## config.mk

```make
export PLATFORM = sky130hd
export DESIGN_NAME = mmio_responder
export DESIGN_NICKNAME = d
export VERILOG_FILES = /design/src/rtl/mmio_pkg.sv /design/src/rtl/mmio_fifo.sv /design/src/rtl/mmio_responder.sv
export SDC_FILE = /design/constraint.sdc
export NUM_CORES = 1
export LEC_CHECK = 0
export CORE_AREA = 2 2 121 123
export CTS_CLUSTER_DIAMETER = 100
export DETAILED_ROUTE_END_ITERATION = 7
export DIE_AREA = 0 0 123 125
export SLEW_MARGIN = 15
export SYNTH_ARGS = -nofsm -noshare
export SYNTH_HDL_FRONTEND = slang
export SYNTH_SLANG_ARGS = --single-unit
```

## constraint.sdc

```tcl
create_clock -name clk -period 2 [get_ports clk]
set_input_delay 0.3 -clock clk [delete_from_list [all_inputs] [get_ports clk]]
set_output_delay 0.3 -clock clk [all_outputs]
set_load 0.02 [all_outputs]
```

## src/rtl/mmio_pkg.sv

```systemverilog
// Shared constants for the MMIO responder: register offsets and status bit positions.
package mmio_pkg;

    typedef logic [7:0] mmio_off_t;

    // The window spans 2^WIN_BITS bytes starting at ADDR_BASE.
    localparam int WIN_BITS = 8;

    localparam mmio_off_t OFF_STATUS = 8'h00;
    localparam mmio_off_t OFF_RX     = 8'h04;
    localparam mmio_off_t OFF_TX     = 8'h08;
    localparam mmio_off_t OFF_CYC    = 8'h10;
    localparam mmio_off_t OFF_INST   = 8'h14;
    localparam mmio_off_t OFF_CRST   = 8'h18;

    localparam int ST_TX_READY = 0;
    localparam int ST_RX_VALID = 1;
    localparam int ST_TX_OVF   = 2;

endpackage

```

## src/rtl/mmio_fifo.sv

```systemverilog
// Small synchronous FIFO; a push into a full FIFO is accepted when a pop happens in the same cycle.
module mmio_fifo #(
    parameter int WIDTH = 8,
    parameter int DEPTH = 4
) (
    input  logic             clk,
    input  logic             rst_n,
    input  logic             push_i,
    input  logic [WIDTH-1:0] data_i,
    input  logic             pop_i,
    output logic [WIDTH-1:0] data_o,
    output logic             full_o,
    output logic             empty_o
);

    localparam int AW = (DEPTH > 1) ? $clog2(DEPTH) : 1;
    localparam int CW = $clog2(DEPTH + 1);

    logic [WIDTH-1:0] mem_q [DEPTH];
    logic [AW-1:0]    wr_ptr_q, rd_ptr_q;
    logic [CW-1:0]    cnt_q;
    logic             do_push, do_pop;

    function automatic logic [AW-1:0] ptr_inc(input logic [AW-1:0] p);
        return (p == AW'(DEPTH - 1)) ? '0 : p + AW'(1);
    endfunction

    assign empty_o = (cnt_q == '0);
    assign full_o  = (cnt_q == CW'(DEPTH));
    assign data_o  = mem_q[rd_ptr_q];
    assign do_pop  = pop_i && !empty_o;
    assign do_push = push_i && (!full_o || do_pop);

    always_ff @(posedge clk or negedge rst_n) begin
        if (!rst_n) begin
            for (int i = 0; i < DEPTH; i++) mem_q[i] <= '0;
            wr_ptr_q <= '0;
            rd_ptr_q <= '0;
            cnt_q    <= '0;
        end else begin
            if (do_push) begin
                mem_q[wr_ptr_q] <= data_i;
                wr_ptr_q        <= ptr_inc(wr_ptr_q);
            end
            if (do_pop) rd_ptr_q <= ptr_inc(rd_ptr_q);
            if (do_push && !do_pop)      cnt_q <= cnt_q + CW'(1);
            else if (do_pop && !do_push) cnt_q <= cnt_q - CW'(1);
        end
    end

endmodule

```

## src/rtl/mmio_responder.sv

```systemverilog
// Single-cycle MMIO responder for UART and performance counters.
// Define MMIO_TX_FIFO_EN to replace the one-byte TX holding register with a TX_FIFO_DEPTH FIFO.
module mmio_responder
    import mmio_pkg::*;
#(
    parameter logic [31:0] ADDR_BASE     = 32'h8000_0000,
    parameter int          COUNTER_WIDTH = 32,
    parameter int          TX_FIFO_DEPTH = 4
) (
    input  logic        clk,
    input  logic        rst_n,
    input  logic        req_valid,
    input  logic        req_we,
    input  logic [31:0] req_addr,
    input  logic [31:0] req_wdata,
    input  logic [3:0]  req_be,
    output logic        resp_valid,
    output logic [31:0] resp_rdata,
    input  logic        inst_retire,
    output logic [7:0]  uart_tx_data,
    output logic        uart_tx_valid,
    input  logic        uart_tx_ready,
    input  logic [7:0]  uart_rx_data,
    input  logic        uart_rx_valid,
    output logic        uart_rx_ready
);

`ifdef MMIO_TX_FIFO_EN
    localparam int TX_DEPTH = TX_FIFO_DEPTH;
`else
    localparam int TX_DEPTH = 1;
`endif

    if (TX_FIFO_DEPTH < 2 || (TX_FIFO_DEPTH & (TX_FIFO_DEPTH - 1)) != 0) begin : g_bad_depth
        $error("TX_FIFO_DEPTH must be a power of two and at least 2");
    end

    logic                     hit, is_ld, is_st;
    mmio_off_t                off;
    logic                     tx_push, tx_pop, tx_full, tx_empty;
    logic                     status_wr, cnt_clr, rx_pop, rx_cap;
    logic                     tx_ovf_q, tx_ovf_d;
    logic                     rx_full_q, rx_full_d;
    logic [7:0]               rx_data_q, rx_data_d;
    logic [COUNTER_WIDTH-1:0] cyc_q, cyc_d, inst_q, inst_d;
    logic                     resp_valid_q;
    logic [31:0]              resp_rdata_q, rdata_d;
    logic                     unused_bits;

    assign unused_bits = ^{req_wdata[31:8], req_be[3:1], req_addr[1:0]};

    assign hit   = (req_addr[31:WIN_BITS] == ADDR_BASE[31:WIN_BITS]);
    assign off   = {req_addr[WIN_BITS-1:2], 2'b00};
    assign is_ld = req_valid && !req_we;
    assign is_st = req_valid && req_we && hit;

    assign status_wr = is_st && (off == OFF_STATUS);
    assign cnt_clr   = is_st && (off == OFF_CRST);
    assign tx_push   = is_st && (off == OFF_TX) && req_be[0];
    assign tx_pop    = uart_tx_valid && uart_tx_ready;
    assign rx_pop    = is_ld && hit && (off == OFF_RX) && rx_full_q;
    assign rx_cap    = uart_rx_valid && uart_rx_ready;

    mmio_fifo #(
        .WIDTH (8),
        .DEPTH (TX_DEPTH)
    ) u_tx_fifo (
        .clk     (clk),
        .rst_n   (rst_n),
        .push_i  (tx_push),
        .data_i  (req_wdata[7:0]),
        .pop_i   (tx_pop),
        .data_o  (uart_tx_data),
        .full_o  (tx_full),
        .empty_o (tx_empty)
    );

    assign uart_tx_valid = !tx_empty;
    assign uart_rx_ready = !rx_full_q;
    assign resp_valid    = resp_valid_q;
    assign resp_rdata    = resp_rdata_q;

    always_comb begin
        tx_ovf_d = tx_ovf_q;
        if (status_wr) tx_ovf_d = 1'b0;
        else if (tx_push && tx_full && !tx_pop) tx_ovf_d = 1'b1;

        rx_full_d = rx_full_q;
        rx_data_d = rx_data_q;
        if (rx_cap) begin
            rx_full_d = 1'b1;
            rx_data_d = uart_rx_data;
        end else if (rx_pop) begin
            rx_full_d = 1'b0;
        end

        // Clear wins over the same-cycle increment.
        cyc_d  = cnt_clr ? '0 : cyc_q + COUNTER_WIDTH'(1);
        inst_d = cnt_clr ? '0 : inst_q + (inst_retire ? COUNTER_WIDTH'(1) : '0);
    end

    // Read data is built from pre-edge state.
    always_comb begin
        rdata_d = '0;
        if (hit) begin
            case (off)
                OFF_STATUS: begin
                    rdata_d[ST_TX_READY] = !tx_full;
                    rdata_d[ST_RX_VALID] = rx_full_q;
                    rdata_d[ST_TX_OVF]   = tx_ovf_q;
                end
                OFF_RX:   rdata_d = rx_full_q ? {24'b0, rx_data_q} : '0;
                OFF_CYC:  rdata_d = 32'(cyc_q);
                OFF_INST: rdata_d = 32'(inst_q);
                default:  rdata_d = '0;
            endcase
        end
    end

    always_ff @(posedge clk or negedge rst_n) begin
        if (!rst_n) begin
            tx_ovf_q     <= 1'b0;
            rx_full_q    <= 1'b0;
            rx_data_q    <= '0;
            cyc_q        <= '0;
            inst_q       <= '0;
            resp_valid_q <= 1'b0;
            resp_rdata_q <= '0;
        end else begin
            tx_ovf_q     <= tx_ovf_d;
            rx_full_q    <= rx_full_d;
            rx_data_q    <= rx_data_d;
            cyc_q        <= cyc_d;
            inst_q       <= inst_d;
            resp_valid_q <= is_ld;
            if (is_ld) resp_rdata_q <= rdata_d;
        end
    end

endmodule

```

==> key figures <==
Route
  – Number of remaining DRC errors: 0
  – Drt wl/cell: 16.4 um
  – Via Count: 4490
  – Number of vias per cell: 5.16
  – ANT nets after route: 0
  – Starting DRT DRC Count: 209
  – Final WL: 14300 um
  – Router iterations before antenna repair: 4

CTS
  – Clock Tree Buf Depth: 2
  – Clk sink count: 116
  – CTS buffer count: 17
  – # hold bufs at CTS: 0
  – Reg clk slew, reported paths: 0.05 ns
  – Root buffer cell: clkbuf_16
  – Clk Latency, worst-skew pair: 0.42 ns
  – H-tree depth: 4
  – TritonCTS clock tree: done

Final layout
  – Area Overhead vs Synth: 41.5%
  – Nets: 759
  – Final std cells w/o fill: 870
  – Fraction of layout cells with a size suffix above 1: 15.3%
  – Cell area after layout: 7770 um^2
  – Antenna diodes: 0
  – Final design utilization: 54.7%

Logic synthesis
  – Top cells by area, synth: dfrtp_1, xor2_1, mux2i_1
  – YS warnings: 0
  – Post-Synth XOR/XNOR Area: 8.62%
  – FF+latch count, synth: 116
  – Async S/R FF share, synth: 100%
  – Library cells used by synthesis: 38
  – Post-Synth Simple-Gate Area: 20.4%
  – Synthesized-area fraction occupied by adder cells: 0.684%
  – Avg Synthesized Cell Area: 10.2 um^2
  – Syn Inst Count: 538
  – Most frequent cells after synthesis: dfrtp_1, nor2_1, nand2_1, o21ai_0, xor2_1
  – Largest area contributor in the netlist: dfrtp_1
  – Post-synthesis mux area share: 8.21%
  – Post-synth top area share: 52.9%
  – Most frequent cell after synthesis: dfrtp_1
  – Main combinational cell family by area after synthesis: simple AND/OR/NAND/NOR gates
  – Post-synth EDFFs: 0
  – Mapped Nets: 624
  – Compound-cell area share of the yosys netlist: 6.63%
  – Synthesized cell area: 5490 um^2
  – Ys flop type: dfrtp_1
  – Sequential fraction of the synthesis area: 52.9%

Placement
  – Post-Place Worst Slack: -0.484 ns
  – DP Cell Count: 828
  – Final Wtd Congestion: 0.768
  – Post-DP Area: 6900 um^2
  – DPL Wire Length: 9320 um
  – # port buffers: 96

Timing
  – Clock Skews: 0.00640 ns
  – Worst-Margin Slew: 0.661 ns
  – TNS Setup: 0 ns
  – Final worst-path cycle share: 94.6%
  – Final-report setup violation count: 0
  – Final Slew Violations: 0
  – Crit path time final: 1.89 ns
  – Worst hold slack: -0.0681 ns
  – Endpoints failing hold: 43
  – FMAX: 529 MHz
  – Relative slew margins: 55.9%
  – Post-route worst setup slack: 0.108 ns

Floorplan
  – Row count: 44
  – Die height: 125 um
  – Die area: 15400 um^2
  – Initial Utilization: 38.6%
  – I/O pin cnt: 126
  – CORE AREA: 14200 um^2
  – Die Width: 123 um

Global routing
  – Largest net degree at the start of global routing: 117
  – Grt ovf: 0
  – First-pass GRT wire length: 21800 um
  – Initial antenna violation count: 0
  – Number of global-route vias before repair: 4497
  – Total GRT Usage: 18.2%

Worst setup path
  – Critical setup path kind: in2reg
  – Worst Path Max Fanout: 2
  – R2r setup slk: 0.13 ns
  – WP data arrival: 2.19 ns
  – Critical path required time: 2.30 ns
  – Reg-to-Reg End: cyc_q[30]
  – R2r startpoint: cyc_q[1]
  – Worst setup EP type: flip-flop
  – Startpoint Class: input port
  – Reg2reg path depth: 6

Power and ir drop
  – P_leak: 3.60 nW
  – Pwr/cell area: 804 nW/um^2
  – Total internal power: 4.82 mW
  – Net Sw Frac: 22.8%
  – Seq pwr share: 42.1%
  – Clock share of power: 49.0%
  – Peak supply drop: 0.585 mV
  – Comb power frac: 8.9%
  – Switch Pwr: 1.43 mW

Run status
  – Failing checks: hold timing
  – Status: finished with violations

Job
  – Max-cap violations: 0

Min path
  – Hold Crit Class: in2async
[flip-flops by register name, indices dropped and copies added (netlist names)]
register          flops
cyc_q                32
inst_q               32
resp_rdata           32
rx_data_q             8
u_tx_fifo.mem_q       8
resp_valid            1
rx_full_q             1
tx_ovf_q              1
u_tx_fifo.full_o      1
[worst max-delay path, cell delays in order]
cell,delay [ns]
clkdlybuf4s50_1,0.40
or3_1,0.41
or4b_4,0.55
or3b_1,0.36
a21o_1,0.18
[area by class of cell]
type,instances,area [um^2]
Tap cell,184,230
Clock inverter,9,128
Multi-Input combinational cell,387,2500
Sequential cell,116,2900
Fill cell,1272,6440
Clock buffer,23,468
Inverter,9,33.8
Timing Repair Buffer,142,1500
[worst max path at each step]
stage / from / to
after CTS: req_addr[27] / u_tx_fifo.mem_q[7]
after floorplan: req_addr[26] / rx_full_q
after global routing: req_addr[13] / inst_q[23]
after global placement: req_addr[10] / cyc_q[12]
final: req_addr[17] / rx_full_q
after detailed placement: req_addr[25] / u_tx_fifo.mem_q[4]
[kinds of logic after synthesis]
group           count (synthesis)
fa+ha+maj                       3
compound gates                 63
xor+xnor                       54
simple gates                  224
buf+inv                        35
mux                            43
flops                         116
[placed cells by master, fill, tap and decap left out, types with 2 or more instances in the layout]
cell and instances:
inv_1 9, nand2_1 53, mux2_2 14, nor4b_4 2
mux2_4 2, nor4_1 2, nand3_1 26, dlymetal6s2s_1 16
ha_1 3, buf_12 5, clkinv_2 3, a21oi_1 9
bufinv_16 3, buf_4 33, dfrtp_1 116, clkbuf_1 4
nand4_1 24, nor2_1 72, nor4_2 3, and4_1 5
nor3_1 5, clkbuf_16 22, xor2_1 38, nor2b_1 6
a22o_1 6, buf_6 4, clkbuf_8 2, clkdlybuf4s50_1 78
a22oi_1 5, nor3_2 2, xnor2_1 16, clkinvlp_4 3
o21ai_0 37, and3_1 9, or3_1 6, mux2i_1 27
[through the flow]
step | hold slack (ns) | total power, mW
floorplan | 0.00441 | 2.93
global placement | 0.434 | 3.21
detailed placement | 0.444 | 3.23
CTS | 0.00313 | 6.30
global route | 0.0164 | 6.51
finish | -0.0681 | 6.24
[routing by layer]
metal	track usage (%)	vias up	part of all wire (%)	routed length [um]
met1	24.8	2211	45	6480
li1	-	2136	-	-
met3	4.33	11	6.1	873
met4	6.42	0	1.1	163
met2	28.5	132	47	6750
met5	0	-	0	0
[power groups by stage]
stage          logic [mW]  clock network (mW)  registers (mW)
3_3_place_gp        0.550                   0            2.66
5_1_grt             0.628                3.23            2.65
3_5_place_dp        0.564                   0            2.66
4_1_cts             0.568                3.11            2.62
2_1_floorplan       0.317                   0            2.62
6_report            0.559                3.06            2.63
[repair_timing]
action                     CTS  global route
setup endpoints to repair   56            85
cloned                       0             8
setup buffers                1             2
resized for setup            5            27
pin swaps                    4             8
Note: power is estimated with default switching activity, not from simulation.
